**src/rtl/jtframe_pkg.sv**
```systemverilog
// Shared jtframe package.
// Holds the 2-bit state encoding used by the clock-domain-crossing
// transmitter FSM (IDLE=0, LOAD=1, WAIT=2).
package jtframe_pkg;

  typedef enum logic [1:0] {
    ST_IDLE = 2'd0,
    ST_LOAD = 2'd1,
    ST_WAIT = 2'd2
  } cdc_state_e;

endpackage

```
**src/rtl/jtframe_cdc_tx_if.sv**
```systemverilog
// Handshake/bus bundle for jtframe_cdc_tx.
//   din/din_valid/din_ready : near-domain word input with ready/valid
//   dout/req                : word and 2-phase request toward far domain
//   ack_raw                 : 2-phase ack from far domain (asynchronous)
//   busy/err                : status (transfer in progress / sticky timeout)
// slave  : view used by the transmitter block
// master : view used by the producer / far-end model
interface jtframe_cdc_tx_if #(
  parameter int W = 8
);
  logic [W-1:0] din;
  logic         din_valid;
  logic         din_ready;
  logic [W-1:0] dout;
  logic         req;
  logic         ack_raw;
  logic         busy;
  logic         err;

  modport master (
    output din, din_valid, ack_raw,
    input  din_ready, dout, req, busy, err
  );

  modport slave (
    input  din, din_valid, ack_raw,
    output din_ready, dout, req, busy, err
  );
endinterface

```
**src/rtl/jtframe_sync.sv**
```systemverilog
// Multi-bit flop synchronizer: two flops in the destination clock,
// optionally preceded by an input register (LATCHIN=1).
// Ports: clk, rst_n (async active-low), din (async input), dout (synced).
module jtframe_sync #(
  parameter int W       = 1,
  parameter int LATCHIN = 0
) (
  input  logic         clk,
  input  logic         rst_n,
  input  logic [W-1:0] din,
  output logic [W-1:0] dout
);
  logic [W-1:0] w_in;
  logic [W-1:0] r_s1;
  logic [W-1:0] r_s2;

  generate
    if (LATCHIN != 0) begin : g_latchin
      logic [W-1:0] r_in;
      always_ff @(posedge clk or negedge rst_n) begin
        if (!rst_n) r_in <= '0;
        else        r_in <= din;
      end
      assign w_in = r_in;
    end else begin : g_direct
      assign w_in = din;
    end
  endgenerate

  always_ff @(posedge clk or negedge rst_n) begin
    if (!rst_n) begin
      r_s1 <= '0;
      r_s2 <= '0;
    end else begin
      r_s1 <= w_in;
      r_s2 <= r_s1;
    end
  end

  assign dout = r_s2;
endmodule

```
**src/rtl/jtframe_cdc_tx.sv**
```systemverilog
// Clock-domain-crossing transmitter with a 2-phase req/ack handshake.
// A one-entry buffer accepts words (din_ready = !buf_full); the FSM copies
// the buffer to dout, toggles req one cycle later so dout is already
// stable, then waits for the synchronized ack to match req. A saturating
// counter flags a sticky err if the ack takes 2^TOW-1 cycles or more.
// Ports: clk, rst_n (async active-low), bus (jtframe_cdc_tx_if.slave).
module jtframe_cdc_tx
  import jtframe_pkg::*;
#(
  parameter int W   = 8,
  parameter int TOW = 8
) (
  input  logic             clk,
  input  logic             rst_n,
  jtframe_cdc_tx_if.slave  bus
);
  cdc_state_e     r_state;
  cdc_state_e     w_state_nxt;
  logic [W-1:0]   r_buf;
  logic           r_buf_full;
  logic [W-1:0]   r_dout;
  logic           r_req;
  logic [TOW-1:0] r_cnt;
  logic [TOW-1:0] w_cnt_inc;
  logic           r_err;
  logic           w_ack_s;
  logic           w_acc;
  logic           w_drain;
  logic           w_toggle;

  jtframe_sync #(.W(1), .LATCHIN(0)) u_ack_sync (
    .clk   (clk),
    .rst_n (rst_n),
    .din   (bus.ack_raw),
    .dout  (w_ack_s)
  );

  assign w_acc     = bus.din_valid & ~r_buf_full;
  assign w_cnt_inc = r_cnt + TOW'(1);

  always_comb begin
    w_state_nxt = r_state;
    w_drain     = 1'b0;
    w_toggle    = 1'b0;
    case (r_state)
      ST_IDLE: begin
        if (r_buf_full) begin
          w_drain     = 1'b1;
          w_state_nxt = ST_LOAD;
        end
      end
      ST_LOAD: begin
        w_toggle    = 1'b1;
        w_state_nxt = ST_WAIT;
      end
      ST_WAIT: begin
        // ack changes are only looked at here; elsewhere they are ignored
        if (w_ack_s == r_req) begin
          if (r_buf_full) begin
            w_drain     = 1'b1;
            w_state_nxt = ST_LOAD;
          end else begin
            w_state_nxt = ST_IDLE;
          end
        end
      end
      default: w_state_nxt = ST_IDLE;
    endcase
  end

  always_ff @(posedge clk or negedge rst_n) begin
    if (!rst_n) r_state <= ST_IDLE;
    else        r_state <= w_state_nxt;
  end

  always_ff @(posedge clk or negedge rst_n) begin
    if (!rst_n) begin
      r_buf      <= '0;
      r_buf_full <= 1'b0;
      r_dout     <= '0;
      r_req      <= 1'b0;
      r_cnt      <= '0;
      r_err      <= 1'b0;
    end else begin
      if (w_acc) r_buf <= bus.din;
      // accept needs an empty buffer and drain a full one, so they never collide
      if (w_acc)        r_buf_full <= 1'b1;
      else if (w_drain) r_buf_full <= 1'b0;
      if (w_drain) r_dout <= r_buf;
      if (w_toggle) begin
        r_req <= ~r_req;
        r_cnt <= '0;
      end else if (r_state == ST_WAIT && r_cnt != '1) begin
        r_cnt <= w_cnt_inc;
      end
      // err is sticky: no retransmit, a late ack still completes normally
      if (r_state == ST_WAIT && r_cnt != '1 && w_cnt_inc == '1) r_err <= 1'b1;
    end
  end

  assign bus.din_ready = ~r_buf_full;
  assign bus.dout      = r_dout;
  assign bus.req       = r_req;
  assign bus.busy      = (r_state != ST_IDLE) | r_buf_full;
  assign bus.err       = r_err;
endmodule
```
**src/flat_wrapper.sv**
```systemverilog
// flat-port wrapper written by rule: the top's interface ports become plain ports
module jtframe_cdc_tx_flat import jtframe_pkg::*;
#(
  parameter int W   = 8,
  parameter int TOW = 8
)
  (clk, rst_n, bus_din, bus_din_valid, bus_ack_raw, bus_din_ready, bus_dout, bus_req, bus_busy, bus_err);
  jtframe_cdc_tx_if #(.W(W)) bus_i ();
  input  logic clk;
  input  logic rst_n;
  input wire logic [$bits(bus_i.din)-1:0] bus_din;
  input wire logic [$bits(bus_i.din_valid)-1:0] bus_din_valid;
  input wire logic [$bits(bus_i.ack_raw)-1:0] bus_ack_raw;
  output wire logic [$bits(bus_i.din_ready)-1:0] bus_din_ready;
  output wire logic [$bits(bus_i.dout)-1:0] bus_dout;
  output wire logic [$bits(bus_i.req)-1:0] bus_req;
  output wire logic [$bits(bus_i.busy)-1:0] bus_busy;
  output wire logic [$bits(bus_i.err)-1:0] bus_err;
  assign bus_i.din = bus_din;
  assign bus_i.din_valid = bus_din_valid;
  assign bus_i.ack_raw = bus_ack_raw;
  assign bus_din_ready = bus_i.din_ready;
  assign bus_dout = bus_i.dout;
  assign bus_req = bus_i.req;
  assign bus_busy = bus_i.busy;
  assign bus_err = bus_i.err;
  jtframe_cdc_tx #(.W(W), .TOW(TOW)) u_core (.clk(clk), .rst_n(rst_n), .bus(bus_i));
endmodule
```
**config.mk**
```make
export PLATFORM = sky130hd
export DESIGN_NAME = jtframe_cdc_tx_flat
export DESIGN_NICKNAME = d
export VERILOG_FILES = /design/src/rtl/jtframe_pkg.sv /design/src/rtl/jtframe_cdc_tx_if.sv /design/src/rtl/jtframe_sync.sv /design/src/rtl/jtframe_cdc_tx.sv /design/src/flat_wrapper.sv
export SDC_FILE = /design/constraint.sdc
export NUM_CORES = 1
export LEC_CHECK = 0
export BUFFER_PORTS_ARGS = -buffer_cell sky130_fd_sc_hd__buf_4
export CAP_MARGIN = 10
export CELL_PAD_IN_SITES_DETAIL_PLACEMENT = 1
export CELL_PAD_IN_SITES_GLOBAL_PLACEMENT = 1
export CORE_MARGIN = 2
export CORE_UTILIZATION = 43
export DETAILED_ROUTE_END_ITERATION = 8
export HOLD_SLACK_MARGIN = 0.12
export PLACE_DENSITY = 0.84
export REMOVE_ABC_BUFFERS = 1
export SYNTH_ARGS = -nofsm -noshare
export SYNTH_HDL_FRONTEND = slang
export SYNTH_HIERARCHICAL = 1
export SYNTH_SLANG_ARGS = --single-unit
export TNS_END_PERCENT = 30
```
**constraint.sdc**
```tcl
create_clock -name clk -period 2.6 [get_ports clk]
set_input_delay 0.13 -clock clk [delete_from_list [all_inputs] [get_ports clk]]
set_output_delay 0.13 -clock clk [all_outputs]
set_load 0.005 [all_outputs]
```
==> results.rst, run 1 <==
.. list-table::
   :header-rows: 1

   * - Metric
     - Value
   * - Synthesis-to-finish area growth
     - 28.0%
   * - Pin count of the biggest net entering global routing
     - 32
   * - Post-route total power
     - 1.77 mW
   * - Post-route standard cell area excluding fillers
     - 0.00177 sq mm
   * - Final RePlAce weighted congestion
     - 0.753
   * - Buffers inserted during post-CTS setup optimization
     - 0
   * - Distinct cell type count of the synthesized netlist
     - 34
   * - Number of core rows
     - 20
   * - Cell Int Power
     - 1.15 mW
   * - Total number of nets in the final design
     - 160
   * - Timing-limited maximum frequency
     - 0.528 GHz
   * - Fill cell instance count of the final layout
     - 319
   * - Initial Utilization
     - 45.2%
   * - Avg Vias per Cell
     - 5.12
   * - Final critical-path required period
     - 1.89 ns
   * - Number of resized instances in the post-cts repair step
     - 0
   * - Switching Share
     - 35.2%
   * - Sequential fraction of the synthesis area
     - 56.3%
   * - Tightest Pin Transition
     - 0.722 ns
   * - Total clock sinks
     - 31
   * - Cell type contributing the most total cell area after synthesis
     - sky130_fd_sc_hd__dfrtp_1
   * - Pleak
     - 0.787 nW
   * - Type of origin of the critical path
     - flop
   * - Detailed Place HPWL
     - 2040 um
   * - Cells taking the most area after synthesis
     - sky130_fd_sc_hd__dfrtp_1, sky130_fd_sc_hd__mux2_2, sky130_fd_sc_hd__xnor2_1
   * - Yosys synthesis warning count
     - 6
   * - Drt drc
     - 0
   * - Source-to-sink clock delay at the later pin of the worst-skew pair
     - 0.34 ns
   * - Number of buffers inserted for hold repair after clock tree synthesis
     - 11
   * - Top cell family by delay on the critical path
     - compound AO/OA/AOI/OAI gates
   * - Register area
     - 776 sq um
   * - Global-route wire length before repair
     - 5170 um
   * - Die Y
     - 60.6 um
   * - Total global routing track utilization
     - 20.2%
   * - Overflow left after global routing
     - 0
   * - Share of cells above drive strength 1
     - 35.4%
   * - Maximum vdd ir drop
     - 0.540 mV
   * - Number of DRC violations after detailed-routing iteration 0
     - 15
   * - Diodes inserted
     - 0
   * - Maximum single-stage delay on the critical path
     - 0.48 ns
   * - Setup_tns
     - 0 ns
   * - Number of setup violations in the final report
     - 0
   * - Worst-case setup margin in the final layout
     - 0.705 ns
   * - Power share of the clock group
     - 15.7%
   * - Via count of the first global-routing pass
     - 1035
   * - Placeable core region
     - 0.00305 sq mm
   * - Total number of vias
     - 978
   * - Number of top-level design ports
     - 24
   * - Headroom to the max-slew limit
     - 51.8%
   * - Outcome
     - completed
   * - Final number of max-transition violations
     - 0
   * - Cell area power density
     - 1000 mW/mm^2
   * - Worst Setup Slack post-DPL
     - 0.715 ns
   * - Launch point of the worst path
     - u_core/r_cnt[0]
   * - Die footprint
     - 0.00368 sq mm
   * - Type of the worst setup path
     - reg -> reg
   * - Fraction of power consumed by sequential logic
     - 46.7%
   * - Final design utilization
     - 57.8%
   * - Share of the cycle needed by the critical path after routing
     - 72.9%
   * - Proportion of power drawn by combinational gates
     - 37.6%
   * - Average wire per cell in the routed design
     - 16.0 um
   * - Pre-Repair DR Iteration Count
     - 4
   * - Register bit count reported by yosys
     - 31
   * - Worst hold path class
     - in -> async
   * - Element type at the critical path end
     - flop
   * - Post-Syn Instances
     - 107
   * - Number of buffer cells added on primary ports
     - 23
   * - Combined buffer and inverter count along the critical path
     - 0
   * - RSZ-0062 raised after global routing
     - false
   * - Max-cap viol count
     - 0
   * - Cell area after synthesis
     - 0.00138 sq mm
   * - Switching pwr
     - 0.624 mW
   * - Syn avg cell area
     - 12.9 sq um
   * - Routed wire length
     - 3060 um
   * - Number of antenna violations at the first check in global routing
     - 0
   * - Root buffer cell
     - sky130_fd_sc_hd__clkbuf_4
   * - Most common cell after layout, fill and taps aside
     - sky130_fd_sc_hd__dfrtp_1
   * - Routed Antenna Nets
     - 0
   * - Commonest cells after routing, fill and taps aside
     - sky130_fd_sc_hd__dfrtp_1, sky130_fd_sc_hd__buf_4, sky130_fd_sc_hd__mux2_2
   * - Critical-path cell with the highest stage delay
     - sky130_fd_sc_hd__o311ai_4
   * - Final Hold Fails
     - 0
   * - Total cell area at the placement stage
     - 0.00160 sq mm
   * - Width of the die
     - 60.6 um
   * - Multi-input gate area
     - 583 sq um
   * - Reg-to-reg slack, setup
     - 0.71 ns
   * - Depth of the CTS H-tree
     - 2
   * - Area fraction of the dominant cell type after synthesis
     - 56.3%
   * - Origin of the critical flop-to-flop path
     - u_core/r_cnt[0]
   * - Final Skew
     - 0.0113 ns
   * - Clock slew at reported path FFs
     - 0.11 ns
   * - Worst-path maximum fanout
     - 9
   * - Critical path, cell by cell
     - ha_1 -> nand3_2 -> o311ai_4 -> nor3_1 -> a211o_1
   * - Signal arrival time at the worst endpoint
     - 2.12 ns
   * - Req. time, crit path
     - 2.82 ns
   * - Inserted Clock Buffers
     - 5
   * - CTS tree
     - built
   * - Maximum buffer depth of the clock tree
     - 2
## Yosys cell counts (all sizes together)
cell type	n
a211o	3
a211oi	1
a21o	1
a21oi	2
a31oi	1
a41o	1
and2	1
buf	1
clkbuf	1
dfrtp	31
ha	2
inv	3
mux2	16
nand2	5
nand2b	2
nand3	6
nand4	1
nor2	5
nor2b	2
nor3	2
nor3b	4
nor4	1
o211ai	1
o21ai	4
o221ai	1
o311ai	1
or3	2
or4b	1
xnor2	4
xor2	1
## layer usage
metal / wire (um) / vias to the layer above / GRT usage, %
met3: 133 / 4 / 6.61
met4: 37 / 0 / 7.45
met5: 0 / - / 0
met2: 1550 / 21 / 32.7
li1: - / 465 / -
met1: 1350 / 488 / 25.3
## power groups by stage
stage / registers, mW / logic [mW] / clock network (mW)
5_1_grt: 0.854 / 0.730 / 0.321
3_5_place_dp: 0.828 / 0.649 / 0
6_report: 0.827 / 0.666 / 0.279
3_3_place_gp: 0.812 / 0.617 / 0
4_1_cts: 0.820 / 0.664 / 0.292
2_1_floorplan: 0.800 / 0.401 / 0
## state kept, by name (all words and copies together) (netlist names)
signal                  cells
u_core/bus.dout             8
u_core/bus.err              1
u_core/bus.req              1
u_core/r_buf                8
u_core/r_buf_full           1
u_core/r_cnt                8
u_core/r_state              2
u_core/u_ack_sync/dout      1
u_core/u_ack_sync/r_s1      1
## kinds of logic (layout without fill, tap and decap cells)
| group | count (synthesis) | in the layout | synth area share, % |
|---|---|---|---|
| adder cells (fa/ha/maj) | 2 | 2 | 1.81 |
| buffers and inverters | 5 | 45 | 1.45 |
| flip-flops | 31 | 31 | 56.3 |
| XOR/XNOR | 5 | 5 | 3.18 |
| AND/OR/NAND/NOR | 32 | 32 | 14.7 |
| multiplexers | 16 | 16 | 13.1 |
| AO/OA/AOI/OAI | 16 | 16 | 9.53 |
## area by class of cell
cell class / count / share of cell area (%)
Clock buffer: 5 / 2.13
Clock inverter: 3 / 1.13
Inverter: 3 / 0.638
Multi-Input combinational cell: 71 / 33.0
Sequential cell: 31 / 43.9
Tap cell: 44 / 3.12
Timing Repair Buffer: 34 / 16.0
## worst reg2reg max path: stages (launching register included)
cell                       delay [ns]
sky130_fd_sc_hd__dfrtp_1         0.46
sky130_fd_sc_hd__ha_1            0.28
sky130_fd_sc_hd__nand3_2         0.16
sky130_fd_sc_hd__o311ai_4        0.48
sky130_fd_sc_hd__nor3_1          0.12
sky130_fd_sc_hd__a211o_1         0.29
## stage by stage
step                      cells  hold WS, ns
final                       191        0.252
after global routing        191        0.270
after CTS                   191        0.250
after detailed placement    172       0.0823
after global placement      172       0.0743
after floorplan             105       -0.166
## path summary, 6_finish.rpt
check                                               to  cells after the start
worst max-delay path                   u_core/r_cnt[3]                      5
worst min-delay path                u_core/bus.dout[5]                      2
worst max register to register         u_core/r_cnt[3]                      5
worst min register to register  u_core/u_ack_sync/dout                      0
max in group asynchronous               u_core/bus.err                      2
min in group clk                u_core/u_ack_sync/dout                      0
(Power assumes the default switching activity.)
==> run 2: changes to the inputs <==
- clock period: 2.6 -> 1.9 ns (I/O delays scaled with it)
==> run 2 against run 1 <==
Net effect: clock-buffer cell count rose by 3; cell area rose by 1.9%; combinational power increased by 43%; first-iteration DRC count rose by 67%; sequential share of layout area down 0.83 points; via count grew 4.6%; cell count is 1.6% higher; non-clock buffer count up 3; fmax grew 7.3%; utilization grew 1.1 points; power grew 42%.
==> results.rst, run 2 (synthesized netlist as in run 1, its figures left out) <==
.. list-table::
   :header-rows: 1

   * - Metric
     - Value
   * - Diodes inserted
     - 0
   * - Number of DRC violations after detailed-routing iteration 0
     - 25
   * - Depth of the CTS H-tree
     - 2
   * - Share of cells above drive strength 1
     - 36.0%
   * - Reg-to-reg slack, setup
     - 0.13 ns
   * - Worst hold path class
     - in -> async
   * - Worst-path maximum fanout
     - 5
   * - Average wire per cell in the routed design
     - 16.1 um
   * - Routed wire length
     - 3120 um
   * - Total clock sinks
     - 31
   * - Die Y
     - 60.6 um
   * - Pleak
     - 0.813 nW
   * - Final Hold Fails
     - 0
   * - RSZ-0062 raised after global routing
     - false
   * - Total cell area at the placement stage
     - 0.00162 sq mm
   * - Via count of the first global-routing pass
     - 1129
   * - Most common cell after layout, fill and taps aside
     - sky130_fd_sc_hd__dfrtp_1
   * - Setup_tns
     - 0 ns
   * - CTS tree
     - built
   * - Number of resized instances in the post-cts repair step
     - 0
   * - Maximum buffer depth of the clock tree
     - 2
   * - Headroom to the max-slew limit
     - 74.1%
   * - Detailed Place HPWL
     - 2010 um
   * - Final Skew
     - 0.00789 ns
   * - Cell area power density
     - 1400 mW/mm^2
   * - Source-to-sink clock delay at the later pin of the worst-skew pair
     - 0.33 ns
   * - Die footprint
     - 0.00368 sq mm
   * - Post-route standard cell area excluding fillers
     - 0.00180 sq mm
   * - Req. time, crit path
     - 2.12 ns
   * - Drt drc
     - 0
   * - Clock slew at reported path FFs
     - 0.10 ns
   * - Total global routing track utilization
     - 20.1%
   * - Timing-limited maximum frequency
     - 0.567 GHz
   * - Maximum vdd ir drop
     - 0.891 mV
   * - Outcome
     - completed
   * - Final RePlAce weighted congestion
     - 0.758
   * - Length in cells of the worst reg-to-reg path
     - 5
   * - Avg Vias per Cell
     - 5.27
   * - Number of top-level design ports
     - 24
   * - Root buffer cell
     - sky130_fd_sc_hd__clkbuf_4
   * - Number of setup violations in the final report
     - 0
   * - Width of the die
     - 60.6 um
   * - Global-route wire length before repair
     - 5220 um
   * - Type of the worst setup path
     - reg -> reg
   * - Pre-Repair DR Iteration Count
     - 4
   * - Number of cells in the design after placement
     - 175
   * - Inserted Clock Buffers
     - 5
   * - Number of core rows
     - 20
   * - Tightest Pin Transition
     - 0.389 ns
   * - Worst-case setup margin in the final layout
     - 0.135 ns
   * - Pin count of the biggest net entering global routing
     - 32
   * - Element type at the critical path end
     - flop
   * - Worst Setup Slack post-DPL
     - 0.160 ns
   * - Total number of nets in the final design
     - 163
   * - Signal arrival time at the worst endpoint
     - 1.98 ns
   * - Number of buffer cells added on primary ports
     - 23
   * - Total number of vias
     - 1023
   * - Fin cells
     - 194
   * - Synthesis-to-finish area growth
     - 30.5%
   * - Commonest cells after routing, fill and taps aside
     - sky130_fd_sc_hd__dfrtp_1, sky130_fd_sc_hd__buf_4, sky130_fd_sc_hd__mux2_2
   * - Max-cap viol count
     - 0
   * - Number of antenna violations at the first check in global routing
     - 0
   * - Share of the cycle needed by the critical path after routing
     - 92.9%
   * - Placeable core region
     - 0.00305 sq mm
   * - Type of origin of the critical path
     - flop
   * - Final critical-path required period
     - 1.77 ns
   * - Final number of max-transition violations
     - 0
   * - Routed Antenna Nets
     - 0
   * - Initial Utilization
     - 45.2%
   * - Overflow left after global routing
     - 0
[run 2: cell types whose count changed in the layout (fill, tap and decap cells not counted)]
cell,before,now
sky130_fd_sc_hd__clkinvlp_4,2,0
sky130_fd_sc_hd__clkinv_2,1,0
sky130_fd_sc_hd__buf_4,23,26
sky130_fd_sc_hd__clkbuf_8,0,2
sky130_fd_sc_hd__clkbuf_1,0,1
[run 2: metal layers]
metal / global-route usage [%] / share of wire, %
met5: 0 / 0
met4: 9.63 / 1.7
met3: 6.18 / 5.0
met2: 34.4 / 53
met1: 22.8 / 40
[run 2: critical path, stage by stage (launching register included)]
cell                       delay, ns
sky130_fd_sc_hd__dfrtp_1        0.46
sky130_fd_sc_hd__ha_1           0.27
sky130_fd_sc_hd__nand3_2        0.16
sky130_fd_sc_hd__o311ai_4       0.40
sky130_fd_sc_hd__nor3_1         0.09
sky130_fd_sc_hd__a211o_1        0.27
[run 2: where the power goes]
group	leakage [nW]	switching (mW)	total (mW)	internal (mW)
registers	0.383	0.214	1.13	0.913
logic	0.391	0.402	0.953	0.551
clock network	0.0386	0.222	0.439	0.218
total	0.813	0.838	2.52	1.68
[run 2: path summary, 6_finish.rpt]
path                                         from                      to
max                               u_core/r_cnt[0]         u_core/r_cnt[3]
min                                         rst_n         u_core/r_cnt[4]
max reg2reg                       u_core/r_cnt[0]         u_core/r_cnt[3]
min reg2reg                u_core/u_ack_sync/r_s1  u_core/u_ack_sync/dout
max in group asynchronous                   rst_n      u_core/bus.dout[6]
min in group clk           u_core/u_ack_sync/r_s1  u_core/u_ack_sync/dout
[run 2: area by class of cell]
cell class	count	area (sq um)
clock buffers	8	68.8
well taps	44	55.1
fillers	334	1250
multi-input cells	71	583
inverters	3	11.3
flip-flops and latches	31	776
repair buffers	37	305
[run 2: repair_timing]
action,4_1_cts,5_1_grt
buffers inserted,0,0
hold endpoints to repair,41,0
hold buffers,11,0
[run 2: metrics by stage]
| step | utilization (%) | hold WS, ns | power, mW |
|---|---|---|---|
| floorplan | - | -0.201 | 1.64 |
| global placement | 53.1 | 0.0457 | 2.00 |
| detailed placement | 53.1 | 0.0498 | 2.06 |
| CTS | 58.9 | 0.215 | 2.53 |
| global route | 58.9 | 0.249 | 2.69 |
| finish | 58.9 | 0.225 | 2.52 |
